File: config.mk
export PLATFORM = sky130hd
export DESIGN_NAME = word_slice_sched_flat
export DESIGN_NICKNAME = d
export VERILOG_FILES = /design/src/rtl/word_slice_sched_if.sv /design/src/rtl/word_slice_sched.sv /design/src/flat_wrapper.sv
export SDC_FILE = /design/constraint.sdc
export NUM_CORES = 1
export LEC_CHECK = 0
export CELL_PAD_IN_SITES_DETAIL_PLACEMENT = 1
export CELL_PAD_IN_SITES_GLOBAL_PLACEMENT = 1
export CORE_MARGIN = 2
export CORE_UTILIZATION = 45
export CTS_CLUSTER_SIZE = 8
export DETAILED_ROUTE_END_ITERATION = 16
export PLACE_DENSITY_LB_ADDON = 0.1
export RECOVER_POWER = 50
export SLEW_MARGIN = 5
export SYNTH_ARGS = -nofsm -noshare
export SYNTH_HDL_FRONTEND = slang
export SYNTH_SLANG_ARGS = --single-unit
File: constraint.sdc
create_clock -name clk -period 5.8 [get_ports clk]
set_input_delay 1.16 -clock clk [delete_from_list [all_inputs] [get_ports clk]]
set_output_delay 1.16 -clock clk [all_outputs]
set_load 0.05 [all_outputs]
File: src/rtl/word_slice_sched_if.sv
// Handshake bundle for word_slice_sched: 16-bit word input side, byte output side
// and status.
interface word_slice_sched_if #(
  parameter int unsigned CNT_W = 16
) ();
  logic             in_valid;
  logic             in_ready;
  logic [15:0]      in_data;
  logic             cfg_pair;
  logic             out_valid;
  logic             out_ready;
  logic [7:0]       out_data;
  logic             out_last;
  logic             busy;
  logic [CNT_W-1:0] words_done;

  modport slave (
    input  in_valid, in_data, cfg_pair, out_ready,
    output in_ready, out_valid, out_data, out_last, busy, words_done
  );

  modport master (
    output in_valid, in_data, cfg_pair, out_ready,
    input  in_ready, out_valid, out_data, out_last, busy, words_done
  );
endinterface

File: src/rtl/word_slice_sched.sv
// Word-to-byte slicing scheduler: small input FIFO feeding a FIRST/SECOND byte FSM,
// with registered outputs and a completed-word counter.
module word_slice_sched #(
  parameter int unsigned DEPTH = 2,
  parameter int unsigned CNT_W = 16
) (
  input  logic                clk,
  input  logic                rst,
  word_slice_sched_if.slave   bus
);
  localparam int unsigned AW = (DEPTH > 1) ? $clog2(DEPTH) : 1;
  localparam logic [AW:0] FullCnt = (AW + 1)'(DEPTH);

  localparam logic [1:0] ST_IDLE   = 2'd0;
  localparam logic [1:0] ST_FIRST  = 2'd1;
  localparam logic [1:0] ST_SECOND = 2'd2;

  logic [15:0]      mem_q [DEPTH];
  logic [AW-1:0]    wr_ptr_q, wr_ptr_d, rd_ptr_q, rd_ptr_d;
  logic [AW:0]      count_q, count_d;
  logic             in_ready_q, in_ready_d;
  logic [1:0]       state_q, state_d;
  logic [15:0]      word_q, word_d;
  logic             swap_q, swap_d, pair_q, pair_d;
  logic             out_valid_q, out_valid_d;
  logic [7:0]       out_data_q, out_data_d;
  logic             out_last_q, out_last_d;
  logic [CNT_W-1:0] words_done_q, words_done_d;

  logic        push, pop, out_hs, word_done, head_swap;
  logic [15:0] head;

  always_comb begin
    push      = bus.in_valid & in_ready_q;
    out_hs    = out_valid_q & bus.out_ready;
    word_done = out_hs & out_last_q;
    // A finishing word hands over to the next FIFO entry on the same edge.
    pop       = (count_q != '0) & ((state_q == ST_IDLE) | word_done);
    head      = mem_q[rd_ptr_q];
    head_swap = head[15] & head[8];

    state_d      = state_q;
    word_d       = word_q;
    swap_d       = swap_q;
    pair_d       = pair_q;
    out_valid_d  = out_valid_q;
    out_data_d   = out_data_q;
    out_last_d   = out_last_q;
    words_done_d = word_done ? words_done_q + CNT_W'(1) : words_done_q;

    case (state_q)
      ST_FIRST: begin
        if (out_hs && pair_q) begin
          state_d    = ST_SECOND;
          out_data_d = swap_q ? word_q[15:8] : word_q[7:0];
          out_last_d = 1'b1;
        end else if (word_done) begin
          state_d     = ST_IDLE;
          out_valid_d = 1'b0;
          out_last_d  = 1'b0;
        end
      end
      ST_SECOND: begin
        if (word_done) begin
          state_d     = ST_IDLE;
          out_valid_d = 1'b0;
          out_last_d  = 1'b0;
        end
      end
      default: ;
    endcase

    if (pop) begin
      state_d     = ST_FIRST;
      word_d      = head;
      swap_d      = head_swap;
      pair_d      = bus.cfg_pair;
      out_valid_d = 1'b1;
      out_data_d  = head_swap ? head[7:0] : head[15:8];
      out_last_d  = ~bus.cfg_pair;
    end

    wr_ptr_d = push ? wr_ptr_q + AW'(1) : wr_ptr_q;
    rd_ptr_d = pop ? rd_ptr_q + AW'(1) : rd_ptr_q;
    case ({push, pop})
      2'b10:   count_d = count_q + (AW + 1)'(1);
      2'b01:   count_d = count_q - (AW + 1)'(1);
      default: count_d = count_q;
    endcase
    in_ready_d = (count_d != FullCnt);
  end

  always_ff @(posedge clk) begin
    if (push) mem_q[wr_ptr_q] <= bus.in_data;
  end

  always_ff @(posedge clk or negedge rst) begin
    if (!rst) begin
      wr_ptr_q     <= '0;
      rd_ptr_q     <= '0;
      count_q      <= '0;
      in_ready_q   <= 1'b0;
      state_q      <= ST_IDLE;
      word_q       <= '0;
      swap_q       <= 1'b0;
      pair_q       <= 1'b0;
      out_valid_q  <= 1'b0;
      out_data_q   <= '0;
      out_last_q   <= 1'b0;
      words_done_q <= '0;
    end else begin
      wr_ptr_q     <= wr_ptr_d;
      rd_ptr_q     <= rd_ptr_d;
      count_q      <= count_d;
      in_ready_q   <= in_ready_d;
      state_q      <= state_d;
      word_q       <= word_d;
      swap_q       <= swap_d;
      pair_q       <= pair_d;
      out_valid_q  <= out_valid_d;
      out_data_q   <= out_data_d;
      out_last_q   <= out_last_d;
      words_done_q <= words_done_d;
    end
  end

  assign bus.in_ready   = in_ready_q;
  assign bus.out_valid  = out_valid_q;
  assign bus.out_data   = out_data_q;
  assign bus.out_last   = out_last_q;
  assign bus.busy       = (count_q != '0) | (state_q != ST_IDLE);
  assign bus.words_done = words_done_q;
endmodule

File: src/flat_wrapper.sv
// flat-port wrapper written by rule: the top's interface ports become plain ports
module word_slice_sched_flat 
#(
  parameter int unsigned DEPTH = 2,
  parameter int unsigned CNT_W = 16
)
  (clk, rst, bus_in_valid, bus_in_data, bus_cfg_pair, bus_out_ready, bus_in_ready, bus_out_valid, bus_out_data, bus_out_last, bus_busy, bus_words_done);
  word_slice_sched_if #(.CNT_W(CNT_W)) bus_i ();
  input  logic clk;
  input  logic rst;
  input wire logic [$bits(bus_i.in_valid)-1:0] bus_in_valid;
  input wire logic [$bits(bus_i.in_data)-1:0] bus_in_data;
  input wire logic [$bits(bus_i.cfg_pair)-1:0] bus_cfg_pair;
  input wire logic [$bits(bus_i.out_ready)-1:0] bus_out_ready;
  output wire logic [$bits(bus_i.in_ready)-1:0] bus_in_ready;
  output wire logic [$bits(bus_i.out_valid)-1:0] bus_out_valid;
  output wire logic [$bits(bus_i.out_data)-1:0] bus_out_data;
  output wire logic [$bits(bus_i.out_last)-1:0] bus_out_last;
  output wire logic [$bits(bus_i.busy)-1:0] bus_busy;
  output wire logic [$bits(bus_i.words_done)-1:0] bus_words_done;
  assign bus_i.in_valid = bus_in_valid;
  assign bus_i.in_data = bus_in_data;
  assign bus_i.cfg_pair = bus_cfg_pair;
  assign bus_i.out_ready = bus_out_ready;
  assign bus_in_ready = bus_i.in_ready;
  assign bus_out_valid = bus_i.out_valid;
  assign bus_out_data = bus_i.out_data;
  assign bus_out_last = bus_i.out_last;
  assign bus_busy = bus_i.busy;
  assign bus_words_done = bus_i.words_done;
  word_slice_sched #(.DEPTH(DEPTH), .CNT_W(CNT_W)) u_core (.clk(clk), .rst(rst), .bus(bus_i));
endmodule
==> qor.yml, run 1 <==
status:
  status: "finished, violations left"
  failed_checks: "capacitance limit, slew limit"
drt:
  wirelength_um: 7211
  drt-initial-drc-count: 91
  dr.pass1.iters: 4
  wl_per_cell_um: 15.68
  avgViaCountPerCell: 5.176
  route.detailed.drc: 0
  ant_nets: 0
  vias: 2381
global_route:
  overflow: 0
  grt_use_total_pct: 18.23
  grt_pass1_wl_um: 12300
  grt_max_degree: 52
  antenna_found_initial: 0
  grt_pass1_vias: 2487
die:
  floorplan.io_pins: 49
  fp-row-count: 32
  dieArea_um2: 8754
  initial_core_util_pct: 46.47
  die_y_um: 93.57
  die_x_um: 93.57
  core_um2: 7767
finish:
  layout-drive-gt1-share_pct: 6.145
  diodes: 0
  area_growth_pct: 21.49
  fin_cells: 460
  layout.nets: 379
critical_path:
  crit_path_start: "bus_out_ready"
  crit_fanout: 45
  required_ns: 6.04
  r2r_end: "u_core.bus.in_ready"
  r2r_cells: 8
  crit_end: "u_core.bus.in_ready"
  crit_path_end_kind: "register"
  crit_arrival_ns: 3.61
  r2r_setup_slack_ns: 3.33
  critPathKind: "in -> reg"
  startpoint_type: "input port"
sta:
  slew_viol_final: 52
  fin_tns_setup_ns: 0
  worstMarginPinSlew_ns: 2.675
  fin_crit_sh_pct: 58.19
  final_hold_viol_count: 0
  fmax_mhz: 296.3
  holdWs_ns: 0.4760
  setup_viol: 0
  skew_ns: 0.009222
  rsz0062_at_grt: "false"
  fin_crit_ns: 3.375
  max_slew_margin_pct: -78.37
placed_design:
  placed_cells: 444
  place_hpwl_um: 5098
  gp_congestion: 0.6994
  port-buffer-count: 48
yosys:
  synthFlopType: "dfrtp_1"
  synth_top_family_by_area: "simple AND/OR/NAND/NOR gates"
  synth-seq-cells: 83
  ys_types: 35
  synth_area_um2: 3610
  ys_seq_area_share_pct: 61.98
  synth_mux_area_share_pct: 7.002
  synth_adder_area_share_pct: 1.733
  synth_simple_gate_area_share_pct: 12.79
  synth-compound-area-share_pct: 9.047
  async_flop_share_pct: 61.45
  synth_edf_count: 32
  syn_avg_cell_area_um2: 11.91
  syn_nets: 329
  syn_inst: 303
  yosys_warnings: 0
  synth_xor_area_share_pct: 4.853
clocking:
  path_clk_slew_ns: 0.09
  numCtsBuffers: 9
  cts_setup_buffers: 0
  cts_num_sinks: 83
  cts_hold_buf: 0
  root_buffer: "clkbuf_8"
  tritoncts: "yes"
  cts-resized-gates: 0
  htreeDepth: 3
  clk_path_buf_depth: 2
  clkLatencyLatePin_ns: 0.35
hold_path:
  min_from: "u_core.bus.words_done[15]"
  whs_path_depth: 1
  hold_path.class: "reg -> reg"
power:
  power_density_nw_per_um2: 531.3
  peakVddDrop_mv: 0.2015
  p_leak_nw: 1.801
job:
  drv_cap: 1
worst min path at each step:
stage,end
after floorplan,u_core.word_q[0]
after global placement,u_core.bus.words_done[15]
after detailed placement,u_core.bus.words_done[15]
after CTS,u_core.bus.words_done[15]
after global routing,u_core.bus.words_done[15]
final,u_core.bus.words_done[15]
area by class of cell:
class,instances,area [µm²]
inverters,7,26.28
fillers,830,3382
clock buffers,10,127.6
repair buffers,52,498.0
multi-input cells,200,1279
flip-flops and latches,83,2237
well taps,102,127.6
clock inverters,6,90.09
layer usage:
metal	wire, µm	track usage (%)
met1	3604	25.84
met2	3266	27.82
met3	221	3.465
met4	119	7.246
met5	0	0
flip-flops by register name (all words and copies together) (netlist names), named ones only:
register,count
u_core.state_q,2
u_core.word_q,16
u_core.bus.words_done,16
u_core.rd_ptr_q,1
u_core.bus.in_ready,1
u_core.count_q,2
u_core.bus.out_valid,1
u_core.wr_ptr_q,1
u_core.mem_q,32
u_core.swap_q,1
u_core.pair_q,1
u_core.bus.out_data,8
cells by family after synthesis:
kind of cell / count (synthesis)
AND/OR/NAND/NOR: 98
flip-flops: 83
AO/OA/AOI/OAI: 52
multiplexers: 25
XOR/XNOR: 20
buffers and inverters: 20
adder cells (fa/ha/maj): 5
cells in the mapped netlist (3+ instances only):
cell       n  area share (%)
a211oi_1   6             1.2
a21oi_1    9             1.2
a311o_1    6             1.7
and3_1    10             1.7
buf_2      3            0.42
buf_4      4            0.83
clkbuf_1   6            0.62
dfrtp_1   51              35
edfxtp_1  32              27
ha_1       5             1.7
inv_1      7            0.73
mux2i_1   23             6.4
nand2_1   50             5.2
nand3_1    5            0.69
nand4_1    5            0.87
nor2_1    15             1.6
o21ai_0   27             3.7
xnor2_1   14             3.4
xor2_1     6             1.5
layout by cell type (no fill, tap or decap), drive strengths merged, types with 2 or more instances in the layout:
| master | instances |
|---|---|
| a311o | 6 |
| inv | 7 |
| clkbuf | 12 |
| a21oi | 9 |
| o21ai | 27 |
| nand4 | 5 |
| and3 | 10 |
| nor2 | 15 |
| clkdlybuf4s50 | 29 |
| and4 | 2 |
| bufinv | 2 |
| xor2 | 6 |
| dlygate4sd3 | 18 |
| edfxtp | 32 |
| mux2i | 23 |
| nand2 | 50 |
| and2 | 2 |
| nand3 | 5 |
| buf | 3 |
| clkinv | 4 |
| a211oi | 6 |
| nor3 | 2 |
| ha | 5 |
| dfrtp | 51 |
| xnor2 | 14 |
| mux2 | 2 |
worst max-delay path, stage by stage:
cell	delay, ns
dlygate4sd3_1	0.58
and3_1	0.24
o22ai_4	0.11
buf_4	0.39
inv_1	0.30
ha_1	0.40
nor2_1	0.14
xor2_1	0.21
nand2_1	0.07
power by group:
part | switching [mW] | internal (mW)
clock network | 0.207 | 0.243
registers | 0.140 | 0.811
logic | 0.583 | 0.345
total | 0.931 | 1.40
stage by stage:
| stage | total power [mW] | area (µm²) | utilization (%) | worst slack (ns) |
|---|---|---|---|---|
| finish | 2.330 | 4385 | 56.46 | 2.425 |
| global route | 2.499 | 4385 | 56.46 | 1.966 |
| CTS | 2.362 | 4393 | 56.56 | 2.539 |
| detailed placement | 1.905 | 4175 | 53.75 | 2.167 |
| global placement | 1.873 | 4175 | 53.75 | 2.215 |
| floorplan | 1.627 | 3610 | - | 3.146 |
No activity file was read; power rests on OpenSTA's default activity.
==> run 2, diff against run 1 <==
- CORE_UTILIZATION: 45 -> 44
- clock period: 5.8 -> 3.45 ns (I/O delays scaled with it)
==> run 2 against run 1 <==
The run still ends with capacitance limit, slew limit left. Wire length grew 3.7%. Register-to-register slack lost 1.8 ns. First-iteration DRC count shrank 34%. Flip-flop and latch count is the same. Highest routed layer unchanged.
==> qor.yml, run 2 (synthesis results as in run 1) <==
sta:
  fmax_mhz: 385.0
  final_hold_viol_count: 0  # unchanged
  fin_tns_setup_ns: 0  # unchanged
  fin_crit_ns: 2.597
  skew_ns: 0.009069  # -0.0001524 ns
  worstMarginPinSlew_ns: 1.757  # -0.9181 ns
  max_slew_margin_pct: -17.16  # +61 points
  timing.final.ws_setup_ns: 0.8527  # -1.572 ns
  rsz0062_at_grt: "false"
  setup_viol: 0  # unchanged
  slew_viol_final: 33  # -37%
  fin_crit_sh_pct: 75.28
placed_design:
  place_hpwl_um: 5366  # +5.3%
  gp_congestion: 0.7498  # +7.2%
  postPlaceCellArea_um2: 4194  # +0.45%
  place_worst_setup_slack_ns: 0.9529  # -1.214 ns
  port-buffer-count: 48  # unchanged
power:
  p_total_mw: 3.807  # +63%
  switching_share_pct: 41.37  # +1.4 points
  internal_power_mw: 2.232  # +59%
  switchingPower_mw: 1.575  # +69%
  p_leak_nw: 1.789  # -0.68%
  p_clk_share_pct: 16.2  # -3.1 points
  power_density_nw_per_um2: 874.4  # +65%
  comb_power_share_pct: 40.5  # +0.7 points
  sequentialPowerShare_pct: 43.3  # +2.5 points
  peakVddDrop_mv: 0.3253  # +61%
die:
  die_x_um: 94.58  # +1.1%
  core_um2: 8093  # +4.2%
  die_y_um: 94.58  # +1.1%
  fp-row-count: 33  # +3.1%
  dieArea_um2: 8944  # +2.2%
  initial_core_util_pct: 44.60  # -1.9 points
  floorplan.io_pins: 49  # unchanged
global_route:
  grt_pass1_vias: 2465  # -0.88%
  grt_max_degree: 44  # -15%
  overflow: 0  # unchanged
  antenna_found_initial: 0  # unchanged
  grt_use_total_pct: 18.49  # +0.26 points
  grt_pass1_wl_um: 12580  # +2.3%
clocking:
  path_clk_slew_ns: 0.08  # about the same
  root_buffer: "clkbuf_8"
  cts_setup_buffers: 0  # unchanged
  clkLatencyLatePin_ns: 0.35  # about the same
  cts_num_sinks: 83  # unchanged
  clk_path_buf_depth: 2  # unchanged
  cts-resized-gates: 0  # unchanged
  htreeDepth: 3  # unchanged
  tritoncts: "yes"
  numCtsBuffers: 9  # unchanged
  cts_hold_buf: 0  # unchanged
drt:
  wirelength_um: 7477  # +3.7%
  avgViaCountPerCell: 5.187  # +0.21%
  ant_nets: 0  # unchanged
  drt-initial-drc-count: 60  # -34%
  route.detailed.drc: 0  # unchanged
  wl_per_cell_um: 16.08  # +2.6%
  dr.pass1.iters: 4  # unchanged
  vias: 2412  # +1.3%
status:
  failed_checks: "capacitance limit, slew limit"
  status: "finished, violations left"
critical_path:
  startpoint_type: "register"
  critPathKind: "reg -> out"
  crit_fanout: 3  # -93%
  required_ns: 2.76  # -3.28 ns
  r2r_end: "u_core.bus.out_data[0]"
  r2r_cells: 3  # -5
  crit_path_end_kind: "output pin"
  crit-reg2reg-launch: "u_core.rd_ptr_q"
  r2r_setup_slack_ns: 1.52  # -1.81 ns
  crit_arrival_ns: 1.91  # -1.70 ns
finish:
  area_growth_pct: 20.62
  largest_register: "u_core.mem_q"
  largest_reg_flops: 32  # unchanged
  layout-drive-gt1-share_pct: 6.667  # +0.52 points
  fillers: 857  # +3.3%
  layout.nets: 381  # +0.53%
  final_area_um2: 4354  # -0.71%
  final_cell_mix: "51 x dfrtp_1, 50 x nand2_1, 32 x edfxtp_1"
  diodes: 0  # unchanged
  final_common_cell: "dfrtp_1"
hold_path:
  hold_path.class: "reg -> reg"
  min_from: "u_core.bus.words_done[15]"
  whs_path_depth: 1  # unchanged
  min_to: "u_core.bus.words_done[15]"
job:
  drv_cap: 1  # unchanged
-- run 2: layout make-up --
cell class                      instances  area (µm²)  share of cell area, %
Clock buffer                           10       137.6                  3.161
Clock inverter                          6       31.28                 0.7184
Sequential cell                        83        2237                  51.38
Multi-Input combinational cell        200        1279                  29.37
Timing Repair Buffer                   54       511.7                  11.75
Inverter                                7       26.28                 0.6034
Tap cell                              105       131.4                  3.017
-- run 2: metrics by stage --
step                      instances  hold WS, ns  utilization [%]
after global placement          449       0.4594            51.82
after floorplan                 303       0.3944                -
after detailed placement        449       0.4636            51.82
after global routing            465       0.5134            53.80
after CTS                       465       0.4082            53.91
final                           465       0.4809            53.80
-- run 2: power groups by stage --
stage               sequential, mW  clock (mW)  combinational, mW
floorplan                     1.86           0              0.874
global placement              1.65           0               1.52
detailed placement            1.67           0               1.57
CTS                           1.65       0.638               1.57
global route                  1.70       0.684               1.71
finish                        1.65       0.618               1.54
-- run 2: how the worst max path moves through the flow --
stage / start / slack [ns] / to
floorplan: register / 1.22 / u_core.bus.in_ready
global placement: bus_out_ready / 1.03 / u_core.bus.in_ready
detailed placement: bus_out_ready / 0.95 / u_core.bus.in_ready
CTS: u_core.state_q[0] / 0.82 / bus_busy
global route: rst / 0.40 / u_core.bus.out_data[3]
finish: u_core.state_q[1] / 0.85 / bus_busy
-- run 2: metal layers --
metal / wire (µm) / vias to the layer above / global-route usage [%] / share of wire [%]
met5: 0 / - / 0 / 0
met4: 84 / 0 / 7.488 / 1.1
met3: 239 / 7 / 3.272 / 3.2
met2: 3498 / 48 / 28.69 / 47
met1: 3654 / 1176 / 25.86 / 49
li1: - / 1181 / - / -
-- run 2: worst max-delay path, cell delays in order, from the launching register on --
cell,delay [ns]
dfrtp_1,0.38
inv_1,0.08
ha_1,0.23
nand2_1,0.08
clkdlybuf4s50_1,0.79
==> run 3, diff against run 2 <==
- CORE_UTILIZATION: 44 -> 39
- clock period: 3.45 -> 2.3 ns (I/O delays scaled with it)
==> run 3 against run 2 <==
The flow now finishes without violations. Register-to-register slack worse by 1.1 ns. Global-route usage down 2.4 points. Cell area rose by 1.8%. Critical endpoint is now bus_out_last. Largest cell class unchanged. Via count fell by 1.0%. Wire length is 1.8% higher. Clock skew is 0.0017 ns higher. Final cell count up 2.2%. Flip-flop and latch count unchanged. Combinational power increased by 57%. Sequential share of layout area shrank 0.90 points.
==> qor.yml, run 3 (synthesis results as in run 1) <==
critical_path:
  max_stage_delay_ns: 0.84  # +0.05 ns
  critPathKind: "reg -> out"
  cp_slowest_cell: "clkdlybuf4s50_1"
  required_ns: 1.84  # -0.92 ns
  crit_arrival_ns: 1.64  # -0.27 ns
  crit_fanout: 7  # +4
  startpoint_type: "register"
  critPathTopFamily: "buffers and inverters"
  crit_path_end_kind: "output pin"
  path_cells: "clkdlybuf4s50_1"
  cp_num_buf_inv: 1  # -1
finish:
  final_cell_mix: "51 x dfrtp_1, 50 x nand2_1, 32 x edfxtp_1"
  fillers: 988  # +15%
  multiInputGateArea_um2: 1279  # unchanged
  layout-drive-gt1-share_pct: 6.868  # +0.20 points
  largest_register: "u_core.mem_q"
  largest_reg_flops: 32  # unchanged
  layout.nets: 385  # +1.0%
  area_growth_pct: 22.77
  final_common_cell: "dfrtp_1"
  diodes: 0  # unchanged
  layout.area.seq_um2: 2237  # unchanged
global_route:
  grt_pass1_vias: 2447  # -0.73%
  grt_use_total_pct: 16.14  # -2.4 points
  grt_max_degree: 40  # -9.1%
  grt_pass1_wl_um: 12520  # -0.44%
  antenna_found_initial: 0  # unchanged
  overflow: 0  # unchanged
drt:
  avgViaCountPerCell: 5.025  # -3.1%
  ant_nets: 0  # unchanged
  wl_per_cell_um: 16.03  # -0.32%
  drt-initial-drc-count: 108  # +80%
  vias: 2387  # -1.0%
  dr.pass1.iters: 4  # unchanged
  route.detailed.drc: 0  # unchanged
  wirelength_um: 7613  # +1.8%
job:
  drv_cap: 0  # -1
placed_design:
  place_hpwl_um: 5562  # +3.7%
  port-buffer-count: 48  # unchanged
  gp_congestion: 0.7550  # +0.69%
hold_path:
  hold_path.class: "in -> async"
sta:
  skew_ns: 0.01082  # +0.001746 ns
  setup_viol: 0  # unchanged
  slew_viol_final: 0  # -100%
  fin_tns_setup_ns: 0  # unchanged
  fmax_mhz: 477.2
  max_slew_margin_pct: 22.67  # +40 points
  final_hold_viol_count: 0  # unchanged
  worstMarginPinSlew_ns: 1.160  # -0.5975 ns
  fin_crit_sh_pct: 91.11
  fin_crit_ns: 2.096
  rsz0062_at_grt: "false"
clocking:
  cts_hold_buf: 0  # unchanged
  cts_num_sinks: 83  # unchanged
  numCtsBuffers: 9  # unchanged
  path_clk_slew_ns: 0.09  # about the same
  htreeDepth: 3  # unchanged
  clkLatencyLatePin_ns: 0.36  # about the same
  root_buffer: "clkbuf_8"
  tritoncts: "yes"
  clk_path_buf_depth: 2  # unchanged
  cts_setup_buffers: 0  # unchanged
  cts-resized-gates: 0  # unchanged
power:
  power_density_nw_per_um2: 1333  # +52%
  p_leak_nw: 1.822  # +1.9%
  peakVddDrop_mv: 0.4543  # +40%
  p_total_mw: 5.908  # +55%
die:
  initial_core_util_pct: 39.63  # -5.0 points
  core_um2: 9109  # +13%
  floorplan.io_pins: 49  # unchanged
  die_y_um: 100.2  # +6.0%
  dieArea_um2: 10040  # +12%
  die_x_um: 100.2  # +6.0%
  fp-row-count: 35  # +6.1%
status:
  status: "completed"
run 3: changes by cell type in the layout (fill, tap and decap cells not counted):
cell	change
clkbuf_1	+5
clkinv_2	-4
buf_4	+3
clkbuf_16	+2
buf_12	+1
clkdlybuf4s50_1	-1
clkinv_1	-1
clkinvlp_4	-1
run 3: path summary, 6_finish.rpt:
kind | startpoint | slack [ns] | to | cells past startpoint
max | register | 0.20 | bus_out_last | 1
min | rst | 0.30 | u_core.bus.words_done[13] | 1
max reg2reg | u_core.state_q[0] | 0.44 | u_core.bus.in_ready | 9
min reg2reg | u_core.word_q[1] | 0.49 | u_core.word_q[1] | 2
max in group asynchronous | rst | 0.58 | u_core.word_q[9] | 2
min in group clk | u_core.word_q[1] | 0.49 | u_core.word_q[1] | 2
run 3: cell type report:
| type | count | share of cell area, % |
|---|---|---|
| well taps | 111 | 3.134 |
| flip-flops and latches | 83 | 50.48 |
| repair buffers | 58 | 12.37 |
| multi-input cells | 200 | 28.85 |
| clock buffers | 16 | 4.574 |
| inverters | 7 | 0.5929 |
run 3: power by group:
group	internal [mW]	switching, mW	total (mW)	leakage [nW]
Clock	0.557	0.513	1.07	0.101
Sequential	2.04	0.372	2.42	0.933
Combinational	0.945	1.48	2.42	0.788
Total	3.55	2.36	5.91	1.82
run 3: per-stage QoR:
stage,hold slack (ns),setup slack (ns),area (µm²),cells,utilization (%)
after floorplan,0.1644,0.07384,3610,303,-
after global placement,0.4552,0.08468,4242,459,46.57
after detailed placement,0.4713,0.01685,4242,459,46.57
after CTS,0.07789,0.1842,4444,475,48.79
after global routing,0.4051,0.1364,4432,475,48.65
final,0.3014,0.2045,4432,475,48.65
run 3: metal layers:
| metal | share of wire [%] | track usage (%) |
|---|---|---|
| met5 | 0 | 0 |
| met4 | 1.1 | 5.058 |
| met2 | 44 | 24.52 |
| met3 | 4.0 | 3.969 |
| met1 | 51 | 22.88 |
run 3: worst register-to-register path: stages (launching register included):
cell and delay, ns:
dfrtp_1 0.38, inv_1 0.07, ha_1 0.25, o22ai_4 0.20, inv_1 0.10, ha_1 0.22
xnor2_1 0.13, nor2_1 0.13, xor2_1 0.21, nand2_1 0.07
